--- config.mk ---
export PLATFORM = sky130hd
export DESIGN_NAME = regbus_rr_arbiter
export DESIGN_NICKNAME = d
export VERILOG_FILES = /design/src/rtl/regbus_rr_arbiter.sv
export SDC_FILE = /design/constraint.sdc
export NUM_CORES = 1
export LEC_CHECK = 0
export ABC_AREA = 1
export ABC_CLOCK_PERIOD_IN_PS = 2000
export CAP_MARGIN = 0
export CORE_ASPECT_RATIO = 0.6
export CORE_MARGIN = 2
export CORE_UTILIZATION = 47
export CTS_CLUSTER_DIAMETER = 60
export CTS_CLUSTER_SIZE = 40
export DETAILED_ROUTE_END_ITERATION = 12
export GPL_TIMING_DRIVEN = 0
export MAX_ROUTING_LAYER = met4
export PLACE_DENSITY_LB_ADDON = 0.08
export SETUP_SLACK_MARGIN = 0.02
export SYNTH_ARGS = -nofsm -noshare
export SYNTH_HDL_FRONTEND = slang
export SYNTH_SLANG_ARGS = --single-unit
--- constraint.sdc ---
create_clock -name CLK -period 2 [get_ports CLK]
set_input_delay 0.4 -clock CLK [delete_from_list [all_inputs] [get_ports CLK]]
set_output_delay 0.4 -clock CLK [all_outputs]
set_load 0.01 [all_outputs]
--- src/rtl/regbus_rr_arbiter.sv ---
// Round-robin arbiter sharing one register-file port among NREQ requesters,
// with an optional per-requester lock for atomic read-modify-write sequences.
module regbus_rr_arbiter #(
    parameter int unsigned NREQ    = 4,
    parameter int unsigned AW      = 3,
    parameter int unsigned DW      = 2,
    parameter int unsigned RD_LAT  = 1,
    parameter int unsigned LOCK_TO = 8
) (
    input  logic               CLK,
    input  logic               RST,
    input  logic [NREQ-1:0]    REQ,
    input  logic [NREQ-1:0]    REQ_WE,
    input  logic [NREQ-1:0]    REQ_LOCK,
    input  logic [NREQ*AW-1:0] REQ_ADDR,
    input  logic [NREQ*DW-1:0] REQ_WDATA,
    output logic [NREQ-1:0]    GNT,
    output logic [NREQ-1:0]    RSP_VALID,
    output logic [DW-1:0]      RSP_DATA,
    output logic               WRITE,
    output logic               READ,
    output logic [AW-1:0]      ADDR,
    output logic [DW-1:0]      WRITE_DATA,
    input  logic [DW-1:0]      READ_DATA,
    output logic               BUSY
);

    localparam int unsigned IW = (NREQ > 1) ? $clog2(NREQ) : 1;
    localparam int unsigned LW = $clog2(RD_LAT + 1);
    localparam int unsigned TW = $clog2(LOCK_TO + 1);

    typedef enum logic [1:0] {StIdle, StIssue, StWaitRd} state_e;

    state_e        state;
    logic [IW-1:0] ptr;
    logic [IW-1:0] cur;
    logic          cur_we;
    logic [LW-1:0] rd_cnt;
    logic          lock_held;
    logic [IW-1:0] lock_owner;
    logic [TW-1:0] lock_timer;

    logic          win_found;
    logic [IW-1:0] win_idx;
    int unsigned   cand;

    // A held lock restricts eligibility to its owner; otherwise search from ptr with wrap.
    always_comb begin
        win_found = 1'b0;
        win_idx   = '0;
        cand      = 0;
        if (lock_held) begin
            win_found = REQ[lock_owner];
            win_idx   = lock_owner;
        end else begin
            for (int unsigned k = 0; k < NREQ; k++) begin
                cand = (32'(ptr) + k) % NREQ;
                if (!win_found && REQ[IW'(cand)]) begin
                    win_found = 1'b1;
                    win_idx   = IW'(cand);
                end
            end
        end
    end

    always_ff @(posedge CLK) begin
        if (RST) begin
            state      <= StIdle;
            ptr        <= '0;
            cur        <= '0;
            cur_we     <= 1'b0;
            rd_cnt     <= '0;
            lock_held  <= 1'b0;
            lock_owner <= '0;
            lock_timer <= '0;
            GNT        <= '0;
            RSP_VALID  <= '0;
            RSP_DATA   <= '0;
            WRITE      <= 1'b0;
            READ       <= 1'b0;
            ADDR       <= '0;
            WRITE_DATA <= '0;
            BUSY       <= 1'b0;
        end else begin
            GNT       <= '0;
            WRITE     <= 1'b0;
            READ      <= 1'b0;
            RSP_VALID <= '0;
            unique case (state)
                StIdle: begin
                    if (win_found) begin
                        state      <= StIssue;
                        BUSY       <= 1'b1;
                        cur        <= win_idx;
                        cur_we     <= REQ_WE[win_idx];
                        GNT        <= NREQ'(1) << win_idx;
                        WRITE      <= REQ_WE[win_idx];
                        READ       <= ~REQ_WE[win_idx];
                        ADDR       <= REQ_ADDR[32'(win_idx) * AW +: AW];
                        WRITE_DATA <= REQ_WDATA[32'(win_idx) * DW +: DW];
                        lock_timer <= '0;
                        if (REQ_LOCK[win_idx]) begin
                            lock_held  <= 1'b1;
                            lock_owner <= win_idx;
                        end else begin
                            lock_held <= 1'b0;
                            ptr       <= IW'((32'(win_idx) + 1) % NREQ);
                        end
                    end else if (lock_held) begin
                        // An owner that stays away too long forfeits the lock.
                        if (lock_timer == TW'(LOCK_TO - 1)) begin
                            lock_held  <= 1'b0;
                            lock_timer <= '0;
                        end else begin
                            lock_timer <= lock_timer + TW'(1);
                        end
                    end
                end
                StIssue: begin
                    if (cur_we) begin
                        state <= StIdle;
                        BUSY  <= 1'b0;
                    end else begin
                        state  <= StWaitRd;
                        rd_cnt <= '0;
                    end
                end
                StWaitRd: begin
                    if (rd_cnt == LW'(RD_LAT - 1)) begin
                        state     <= StIdle;
                        BUSY      <= 1'b0;
                        RSP_VALID <= NREQ'(1) << cur;
                        RSP_DATA  <= READ_DATA;
                    end else begin
                        rd_cnt <= rd_cnt + LW'(1);
                    end
                end
                default: begin
                    state <= StIdle;
                    BUSY  <= 1'b0;
                end
            endcase
        end
    end

endmodule

==> run_results.csv <==
group,metric,value,unit
power_and_ir_drop,p_clk_frac,0.108,
setup_path,path_max_fanout,6,
yosys,synth.cell_area,1880,um^2
cells_and_area,antenna_cells,0,
clock_network,cts_sinks,32,
yosys,synth_seq_cells,32,
cells_and_area,layout.nets,399,
cells_and_area,layout-drive-gt1-share,0.336,
sta,finalCritPeriodShare,1.10,
sta,hold_violations,0,
hold_path,hold_path_class,"register to register",
detailed_routing,antenna_left,0,
yosys,synth_edf_count,0,
placement,routabilityCongestion,0.935,
power_and_ir_drop,combPwrFrac,0.733,
sta,min_period,2190,ps
cells_and_area,layout.cells.non_filler,410,
floorplan,start_util,0.502,
clock_network,ctsHoldBuffers,0,
sta,fmax,0.456,GHz
floorplan,die_h,53.0,um
power_and_ir_drop,p_sw_frac,0.470,
sta,tightest_slew,588,ps
yosys,yosysWarnings,0,
flow_run,maxCapViolCount,0,
power_and_ir_drop,power.total,5980,uW
detailed_routing,wl,7360,um
grt,grt_max_degree,12,
yosys,synth_top_area_frac,0.341,
floorplan,die_w,85.7,um
grt,grt_overflow_total,0,
clock_network,cts.htree.levels,2,
placement,port_buffers,52,
power_and_ir_drop,power.switching,2810,uW
placement,dp.cells,378,
yosys,avgSynthCellArea,6.74,um^2
floorplan,core-area,3740,um^2
yosys,synth_seq_area_share,0.341,
setup_path,crit_type,"register to register",
detailed_routing,drt-initial-drc-count,242,
yosys,synth.distinct_cells,31,
floorplan,die_area,4540,um^2
cells_and_area,n_fill_cell,196,
sta,fin_skew,8.76,ps
outcome,violations,"setup timing",
setup_path,crit_arrival,2400,ps
clock_network,cts_root_buffer,"clkbuf_8",
yosys,synth_fp_nets,316,
setup_path,endpoint_kind,"register",
clock_network,numCtsBuffers,5,
floorplan,num_rows,17,
yosys,ys_async_sr_fraction,0,
cells_and_area,area_growth,66.2,%
grt,grt_first_pass_wirelength,8450,um
setup_path,required,2210,ps
clock_network,clk_pin_slew,80,ps
detailed_routing,vias_per_cell,5.63,
power_and_ir_drop,leakage,0.00143,uW
grt,grt_pass1_vias,1808,
yosys,synth.most_common_cell,"nand2_1",
yosys,synthCells,279,
sta,slew_headroom,0.608,
sta,drv_slew,0,
detailed_routing,dr.pass1.iters,5,
clock_network,cts_tree,"yes",
power_and_ir_drop,powerDensity,1910,nW/um^2
yosys,yosys-top-cells-count,"83 x nand2_1, 33 x inv_1, 32 x dfxtp_1",
power_and_ir_drop,seq_power_share,0.159,
sta,rsz0062_at_grt,"true",
cells_and_area,seqCellArea,646,um^2
power_and_ir_drop,vdd_ir_drop_max,1.14,mV
setup_path,startpoint_type,"register",
placement,hpwl,3700,um
yosys,ys.flop_type,"dfxtp_1",
placement,dpl_worst_slack,-539,ps
clock_network,insertion_delay,290,ps
outcome,status,"finished, violations left",
detailed_routing,drc,0,
clock_network,clk_path_buf_depth,2,
yosys,synth_area_leaders,"dfxtp_1 34%, nand2_1 17%, inv_1 6.6%, nor2_1 5.4%, nand3_1 5.3%",
cells_and_area,multi_input_area,1240,um^2
detailed_routing,wl_per_cell,18.0,um
detailed_routing,vias,2310,
grt,grt_usage,0.247,
cells_and_area,final_core_util,0.835,
power_and_ir_drop,internal_power,3170,uW
sta,fin_ws,-194,ps
floorplan,pin_count,54,
sta,final-setup-viol-count,13,
yosys,synth_top_area_cell,"dfxtp_1",
grt,antenna_found_initial,0,
==> worst max-delay path, stage by stage, from the launching register on <==
cell and delay [ps]:
dfxtp_2 340, buf_8 150, inv_6 80, nand2_2 100, nand2_1 90, nand2_1 60
nand2_2 110, nand3_4 100, nor2_4 150, nor2_4 60, nand2_4 130, buf_12 160
nand2_4 60, nand3_4 90, nand3_2 120, nand2_1 100, nand2_1 80, nor2_1 130
==> through the flow <==
step / TNS (ps) / instance area, um^2 / hold slack, ps
4_1_cts: 0 / 2680 / 463
5_1_grt: -2750 / 3130 / 478
6_report: -1620 / 3130 / 465
2_1_floorplan: 0 / 1880 / 420
3_3_place_gp: -9390 / 2460 / 445
3_5_place_dp: -10220 / 2460 / 451
==> per-layer routing <==
metal  global-route usage  part of all wire
met5                    -                 0
met4               0.0556             0.036
met3               0.0593              0.10
met2                0.355              0.45
met1                0.351              0.41
==> cells in the final DEF (no fill, tap or decap), types with 2 or more instances in the layout <==
cell type,synthesis,routed
a21oi_1,10,6
a21oi_2,0,4
buf_12,0,5
buf_4,1,14
buf_6,2,5
clkbuf_1,2,2
clkbuf_16,0,2
clkbuf_8,0,5
clkdlybuf4s50_1,0,48
dfxtp_1,32,30
dlygate4sd2_1,0,4
inv_1,33,28
inv_2,7,9
inv_4,0,3
nand2_1,83,58
nand2_2,10,22
nand2_4,1,13
nand3_1,20,14
nand3_2,5,9
nand3_4,1,3
nand4_1,4,4
nor2_1,27,24
nor2_2,4,2
nor2_4,3,8
nor3_1,2,2
o211ai_2,4,4
o21a_1,4,4
o21ai_0,11,9
o21ai_1,1,3
o21ai_2,3,2
==> final timing paths <==
kind,startpoint,end,slack [ps],depth (start not counted)
setup reg to reg,ptr[0]$_SDFFE_PP0P_,ptr[1]$_SDFFE_PP0P_,-190,17
hold / removal,cur_we$_SDFFE_PP0P_,state[1]$_SDFFE_PP0P_,470,1
setup / recovery,ptr[0]$_SDFFE_PP0P_,ptr[1]$_SDFFE_PP0P_,-190,17
hold reg to reg,cur_we$_SDFFE_PP0P_,state[1]$_SDFFE_PP0P_,470,1
==> power groups by stage <==
stage / Sequential (uW) / Clock [uW] / Combinational, uW
final: 948 / 645 / 4380
after global routing: 964 / 667 / 4610
after CTS: 929 / 626 / 2800
after detailed placement: 936 / 0 / 2490
after global placement: 935 / 0 / 2460
after floorplan: 962 / 0 / 1810
==> flip-flops by register name (all words and copies together) (netlist names) <==
register,cells
BUSY,1
cur,2
ADDR,3
WRITE_DATA,2
lock_owner,2
state,2
lock_timer,4
WRITE,1
RSP_DATA,2
READ,1
RSP_VALID,4
GNT,4
ptr,2
lock_held,1
cur_we,1
==> final cells by class <==
type                       count  share of cell area
sequential                    32               0.207
clock inverter                 3              0.0136
tap                           47              0.0188
timing repair buffer          75               0.249
clock buffer                   5              0.0220
buffer                         8              0.0336
timing repair inverter         1             0.00280
multi-input combinational    198               0.398
inverter                      41              0.0556
==> kinds of logic after synthesis <==
logic type               count (synthesis)  share of synthesized area
AND/OR/NAND/NOR                        160                      0.398
buffers and inverters                   49                      0.123
AO/OA/AOI/OAI                           37                      0.132
flip-flops                              32                      0.341
adder cells (fa/ha/maj)                  1                    0.00665
==> what timing repair did <==
action / 4_1_cts / 5_1_grt
pin swaps: 5 / 31
gates resized for setup: 21 / 70
setup endpoints to repair: 21 / 17
gates cloned: 2 / 3
setup buffers: 3 / 16
No activity file was read; power rests on OpenSTA's default activity.
